$ cat src/rtl/bus_master.sv
// bus_master: single-command burst master driving the memory slave's
// packed-field AR/R/AW/W/B bus.
//
// Ports
//   clk, rst_n                     clock, asynchronous active-low reset
//   cmd_valid/cmd_ready            command handshake (ready only in IDLE)
//   cmd_write/addr/len/id          command fields (len 0 is rejected with err)
//   wd_valid/wd_ready/wd_data      requester write stream (passed through to W)
//   rd_valid/rd_data/rd_err/rd_last  registered read beats toward the requester
//   done/done_err                  one-cycle completion pulse and burst error
//   ARVALID/AR/ARREADY             read address {addr, len, id}
//   RVALID/RLAST/RDATA/RREADY      read data {data, err}
//   AWVALID/AW/AWREADY             write address {addr, id}
//   WVALID/WLAST/WDATA/WREADY      write data (combinational pass-through)
//   BVALID/BRESP/BREADY            write response {err, id}
//
// Build option: BUS_MASTER_TIMEOUT_EN adds a TIMEOUT_CYCLES watchdog on
// every bus phase; without it the master waits indefinitely.
`timescale 1ns/1ps
module bus_master #(
  parameter int unsigned TIMEOUT_CYCLES = 64
) (
  input  logic        clk,
  input  logic        rst_n,
  input  logic        cmd_valid,
  output logic        cmd_ready,
  input  logic        cmd_write,
  input  logic [7:0]  cmd_addr,
  input  logic [3:0]  cmd_len,
  input  logic [3:0]  cmd_id,
  input  logic        wd_valid,
  output logic        wd_ready,
  input  logic [7:0]  wd_data,
  output logic        rd_valid,
  output logic [7:0]  rd_data,
  output logic        rd_err,
  output logic        rd_last,
  output logic        done,
  output logic        done_err,
  output logic        ARVALID,
  output logic [15:0] AR,
  input  logic        ARREADY,
  input  logic        RVALID,
  input  logic        RLAST,
  input  logic [8:0]  RDATA,
  output logic        RREADY,
  output logic        AWVALID,
  output logic [11:0] AW,
  input  logic        AWREADY,
  output logic        WVALID,
  output logic        WLAST,
  output logic [7:0]  WDATA,
  input  logic        WREADY,
  input  logic        BVALID,
  input  logic [4:0]  BRESP,
  output logic        BREADY
);

  typedef enum logic [2:0] {
    S_IDLE, S_AR, S_R, S_AW, S_W, S_B, S_DONE
  } state_t;

  state_t      state, state_next;
  logic [7:0]  addr_q;
  logic [3:0]  len_q;
  logic [3:0]  id_q;
  logic [3:0]  beat_q;
  logic        err_q;

  logic accept;
  logic at_last;
  logic r_beat;
  logic r_end;
  logic w_beat;
  logic b_hs;
  logic timeout;

  if (TIMEOUT_CYCLES == 0) begin : g_bad_timeout
    $error("bus_master: TIMEOUT_CYCLES must be nonzero");
  end

  assign accept  = (state == S_IDLE) && cmd_valid && cmd_ready;
  assign at_last = (beat_q == len_q - 4'd1);
  assign r_beat  = (state == S_R) && RVALID && RREADY;
  assign r_end   = r_beat && (RLAST || at_last);
  assign w_beat  = WVALID && WREADY;
  assign b_hs    = (state == S_B) && BVALID && BREADY;

  // W phase is a straight pass-through, gated by state so every bus output
  // is zero outside W and drops the instant reset forces IDLE.
  assign WVALID   = (state == S_W) && wd_valid;
  assign WDATA    = (state == S_W) ? wd_data : '0;
  assign wd_ready = (state == S_W) && WREADY;
  assign WLAST    = WVALID && at_last;

  // Address buses are the latched command fields themselves.
  assign AR = {addr_q, len_q, id_q};
  assign AW = {addr_q, id_q};

`ifdef BUS_MASTER_TIMEOUT_EN
  logic [15:0] wdog_q;
  logic        bus_phase;

  assign bus_phase = state inside {S_AR, S_R, S_AW, S_W, S_B};
  assign timeout   = bus_phase && (wdog_q == 16'(TIMEOUT_CYCLES - 1));

  always_ff @(posedge clk or negedge rst_n) begin
    if (!rst_n) begin
      wdog_q <= '0;
    end else if (!bus_phase || (state_next != state) || r_beat || w_beat) begin
      wdog_q <= '0;
    end else begin
      wdog_q <= wdog_q + 16'd1;
    end
  end
`else
  assign timeout = 1'b0;
`endif

  always_comb begin
    state_next = state;
    unique case (state)
      S_IDLE: if (accept) begin
        state_next = (cmd_len == '0) ? S_DONE : (cmd_write ? S_AW : S_AR);
      end
      S_AR:   if (ARVALID && ARREADY)     state_next = S_R;
      S_R:    if (r_end)                  state_next = S_DONE;
      S_AW:   if (AWVALID && AWREADY)     state_next = S_W;
      S_W:    if (w_beat && at_last)      state_next = S_B;
      S_B:    if (b_hs)                   state_next = S_DONE;
      S_DONE:                             state_next = S_IDLE;
      default:                            state_next = S_IDLE;
    endcase
    if (timeout) state_next = S_DONE;
  end

  always_ff @(posedge clk or negedge rst_n) begin
    if (!rst_n) begin
      state     <= S_IDLE;
      addr_q    <= '0;
      len_q     <= '0;
      id_q      <= '0;
      beat_q    <= '0;
      err_q     <= 1'b0;
      cmd_ready <= 1'b0;
      ARVALID   <= 1'b0;
      RREADY    <= 1'b0;
      AWVALID   <= 1'b0;
      BREADY    <= 1'b0;
      rd_valid  <= 1'b0;
      rd_data   <= '0;
      rd_err    <= 1'b0;
      rd_last   <= 1'b0;
      done      <= 1'b0;
      done_err  <= 1'b0;
    end else begin
      state <= state_next;

      if (accept) begin
        addr_q <= cmd_addr;
        len_q  <= cmd_len;
        id_q   <= cmd_id;
        beat_q <= '0;
      end else if (r_beat || w_beat) begin
        beat_q <= beat_q + 4'd1;
      end

      if (accept) begin
        err_q <= (cmd_len == '0);
      end else begin
        // RLAST must coincide exactly with the len-th beat.
        if (r_beat && (RDATA[0] || (RLAST != at_last))) err_q <= 1'b1;
        if (b_hs && (BRESP[4] || (BRESP[3:0] != id_q))) err_q <= 1'b1;
        if (timeout) err_q <= 1'b1;
      end

      // Registered from the state entered at this edge; the completion
      // pulse trails the DONE state by one cycle, and cmd_ready one more.
      cmd_ready <= (state == S_IDLE) && !accept;
      ARVALID   <= (state_next == S_AR);
      RREADY    <= (state_next == S_R);
      AWVALID   <= (state_next == S_AW);
      BREADY    <= (state_next == S_B);

      rd_valid <= r_beat;
      rd_last  <= r_end;
      if (r_beat) begin
        rd_data <= RDATA[8:1];
        rd_err  <= RDATA[0];
      end

      done     <= (state == S_DONE);
      done_err <= (state == S_DONE) && err_q;
    end
  end

endmodule

$ cat config.mk
export PLATFORM = sky130hd
export DESIGN_NAME = bus_master
export DESIGN_NICKNAME = d
export VERILOG_FILES = /design/src/rtl/bus_master.sv
export SDC_FILE = /design/constraint.sdc
export NUM_CORES = 1
export LEC_CHECK = 0
export CAP_MARGIN = 40
export CELL_PAD_IN_SITES_DETAIL_PLACEMENT = 0
export CELL_PAD_IN_SITES_GLOBAL_PLACEMENT = 1
export CORE_ASPECT_RATIO = 1.5
export CORE_MARGIN = 10
export CORE_UTILIZATION = 29
export DETAILED_ROUTE_END_ITERATION = 6
export PLACE_DENSITY_LB_ADDON = 0.1
export SLEW_MARGIN = 0
export SYNTH_ARGS = -nofsm -noshare
export SYNTH_HDL_FRONTEND = slang
export SYNTH_SLANG_ARGS = --single-unit
$ cat constraint.sdc
create_clock -name clk -period 2.41 [get_ports clk]
set_clock_uncertainty 0.05 [all_clocks]
set_input_delay 0.482 -clock clk [delete_from_list [all_inputs] [get_ports clk]]
set_output_delay 0.482 -clock clk [all_outputs]
set_load 0.03 [all_outputs]
==> results.py <==
metrics = {
    "synthesis": {
        "synth-edff-count": 0,
        "synth_top_flop_cell": "dfrtp_1",
        "synthAdderAreaFrac": 0.0181,
        "synth.area.mux_share": 0.0536,
        "synth_nets": 254,
        "yosysTopAreaCellShare": 0.506,
        "synth_compound_area_frac": 0.0687,
        "synth_area_leader_cell": "dfrtp_1",
        "synth_area_mm2": 0.00208,
        "ys_seq_elements": 42,
        "synth_area_leaders": "dfrtp_1 51%, nand2_1 9.6%, buf_4 4.3%, mux2_2 3.8%, and2_1 3.6%",
        "syn_avg_cell_area_um2": 10.3,
        "yosys.cell_types.count": 42,
        "netlist_instances": 202,
        "synth_simple_gate_area_frac": 0.222,
        "ys_async_sr_fraction": 1.00,
        "synth.yosys.seq_area_share": 0.506,
        "synth-warning-count": 0,
        "synth_xor_area_frac": 0.0494,
        "synth_top_family_by_area": "simple AND/OR/NAND/NOR gates",
    },
    "job": {
        "maxCapViolations": 0,
    },
    "sta": {
        "timing.final.crit_share": 0.944,
        "holdWs_ns": 0.211,
        "period_needed_ns": 2.28,
        "max_freq_mhz": 439,
        "rsz0062_at_grt": "no",
        "setup_viol": 0,
        "setup_tns_ns": 0,
        "slew_violations": 0,
        "worst_pin_slew_ns": 0.554,
        "hold_viol": 0,
        "slew_headroom": 0.631,
    },
    "route": {
        "wire_per_inst_um": 16.5,
        "wl_met2_mm": 3.14,
        "wl_mm": 6.31,
        "first_iter_violations": 45,
        "drt_first_pass_iters": 4,
        "viasPerCell": 4.54,
        "routed.top_layer": "met4",
        "route.detailed.drc": 0,
        "via_count": 1739,
        "met1_length_mm": 2.42,
        "ant_nets": 0,
        "wl_met3_um": 672,
    },
    "cells_and_area": {
        "diodes": 0,
        "drive_above_1_share": 0.144,
        "multi_input_area_um2": 855,
        "syn_to_final_growth_pct": 56.5,
        "nets": 356,
        "num-fill-cells": 672,
        "seq_area_mm2": 0.00105,
    },
    "floorplanning": {
        "core-area_mm2": 0.00690,
        "die_area_mm2": 0.0110,
        "rows": 37,
        "fp.dieW_um": 89.1,
        "dieHeight_um": 124,
        "ios": 106,
        "initial_core_util": 0.301,
    },
    "global_routing": {
        "antenna_found_initial": 0,
        "grt_pass1_vias": 1890,
        "grt-ovfl-total": 0,
        "grt_max_degree": 43,
        "grtUsageTotal": 0.117,
        "grt_pass1_wl_mm": 9.98,
    },
    "critical_path": {
        "arrival_ns": 1.74,
        "r2r_cells": 9,
        "critPathLaunchType": "register",
        "crit_type": "reg2out",
        "cp_data_required_time_ns": 1.88,
        "crit_fanout": 4,
        "crit_path_end_kind": "output port",
    },
    "clock_network": {
        "clockBufferDepth": 2,
        "clock_latency_ns": 0.29,
        "h-tree-depth": 2,
        "numCtsBuffers": 5,
        "cts_sinks": 42,
        "path_clk_slew_ns": 0.08,
        "clockRootBuffer": "clkbuf_8",
        "tritoncts": "built",
    },
    "min_path": {
        "min_path_type": "in2async",
    },
    "placed_design": {
        "port_buffers": 105,
        "place_congestion": 0.789,
        "hpwl_mm": 5.08,
    },
    "pwr": {
        "powerDensity_mw_per_mm2": 1230,
        "leakagePower_uw": 0.00153,
        "peakVddDrop_mv": 0.620,
    },
    "outcome": {
        "outcome": "complete, no violations",
    },
}
==> worst max-delay path, cell delays in order, from the launching register on <==
cell and delay (ns):
dfrtp_1 0.41, inv_1 0.07, ha_1 0.30, xnor2_1 0.14, nor3_2 0.19, and3_2 0.23, buf_12 0.12
==> cells by family (layout without fill, tap and decap cells) <==
logic type                 Yosys count  count (layout)
xor gates and xnor gates            10              10
DFF                                 42              42
muxes                               10              10
AOI/OAI and AO/OA                   18              18
and+or+nand+nor                     92              92
buffers and inverters               27             130
adders and majority gates            3               3
==> area by class of cell <==
type                            instances  area share
Inverter                                8     0.00924
Tap cell                               78      0.0300
Clock inverter                          1     0.00924
Sequential cell                        42       0.323
Clock buffer                            7      0.0235
Multi-Input combinational cell        133       0.263
Timing Repair Buffer                  114       0.342
==> cells in the mapped netlist, types with 3 or more instances <==
master	instances
nand3_1	3
nand2_1	53
buf_4	12
mux2_2	7
xor2_1	6
ha_1	3
inv_1	8
dfrtp_1	42
xnor2_1	3
and2_1	12
nor2_1	6
buf_6	3
nor3_1	3
o21ai_0	5
==> registers in the layout, summed over array words and instances, names as in the netlist <==
signal / count
addr_q: 8
rd_data: 8
beat_q: 4
id_q: 4
len_q: 4
state: 3
ARVALID: 1
AWVALID: 1
BREADY: 1
RREADY: 1
cmd_ready: 1
done: 1
done_err: 1
err_q: 1
rd_err: 1
rd_last: 1
rd_valid: 1
==> metrics by stage <==
step	total power (µW)	area, µm²	cells	utilization	setup slack (ns)
2_1_floorplan	2630	2080	202	-	0.215
3_3_place_gp	3470	3140	374	0.455	0.214
3_5_place_dp	3480	3140	374	0.455	0.203
4_1_cts	4050	3240	382	0.470	0.00393
5_1_grt	4270	3250	383	0.471	0.0348
6_report	4000	3250	383	0.471	0.134
==> layer usage <==
metal  track usage  vias up
met3        0.0588        6
met1         0.129      811
met5             0        -
met2         0.192       65
li1              -      857
met4        0.0329        0
==> power by group <==
| part | internal, µW | switching (µW) | leakage [µW] |
|---|---|---|---|
| clock | 310 | 240 | 0.0000524 |
| combinational | 1000 | 1240 | 0.000931 |
| sequential | 967 | 249 | 0.000545 |
| total | 2280 | 1730 | 0.00153 |
==> layout by cell type (no fill, tap or decap), types with 3 or more instances in the layout <==
cell type        count
nand2_1             53
ha_1                 3
and2_1              12
mux2_2               7
clkdlybuf4s50_1     93
xnor2_1              3
nor3_1               3
clkbuf_8             5
o21ai_0              5
nor2_1               6
xor2_1               6
nand3_1              3
buf_4               18
dfrtp_1             42
inv_1                8
==> what timing repair did <==
action / CTS / global route
resized for setup: 0 / 0
hold buffers: 0 / 0
setup buffers: 0 / 1
setup endpoints to repair: 0 / 1
==> final timing paths <==
path	slack, ns	end	startpoint
worst max-delay path	0.13	WLAST	len_q[0]
worst min-delay path	0.21	rd_err	rst_n
worst max register to register	0.27	RREADY	len_q[0]
worst min register to register	0.45	rd_data[2]	rd_data[2]
max in group asynchronous	1.73	rd_data[6]	rst_n
min in group clk	0.45	rd_data[2]	rd_data[2]
Power figures use the tool's default switching activity.
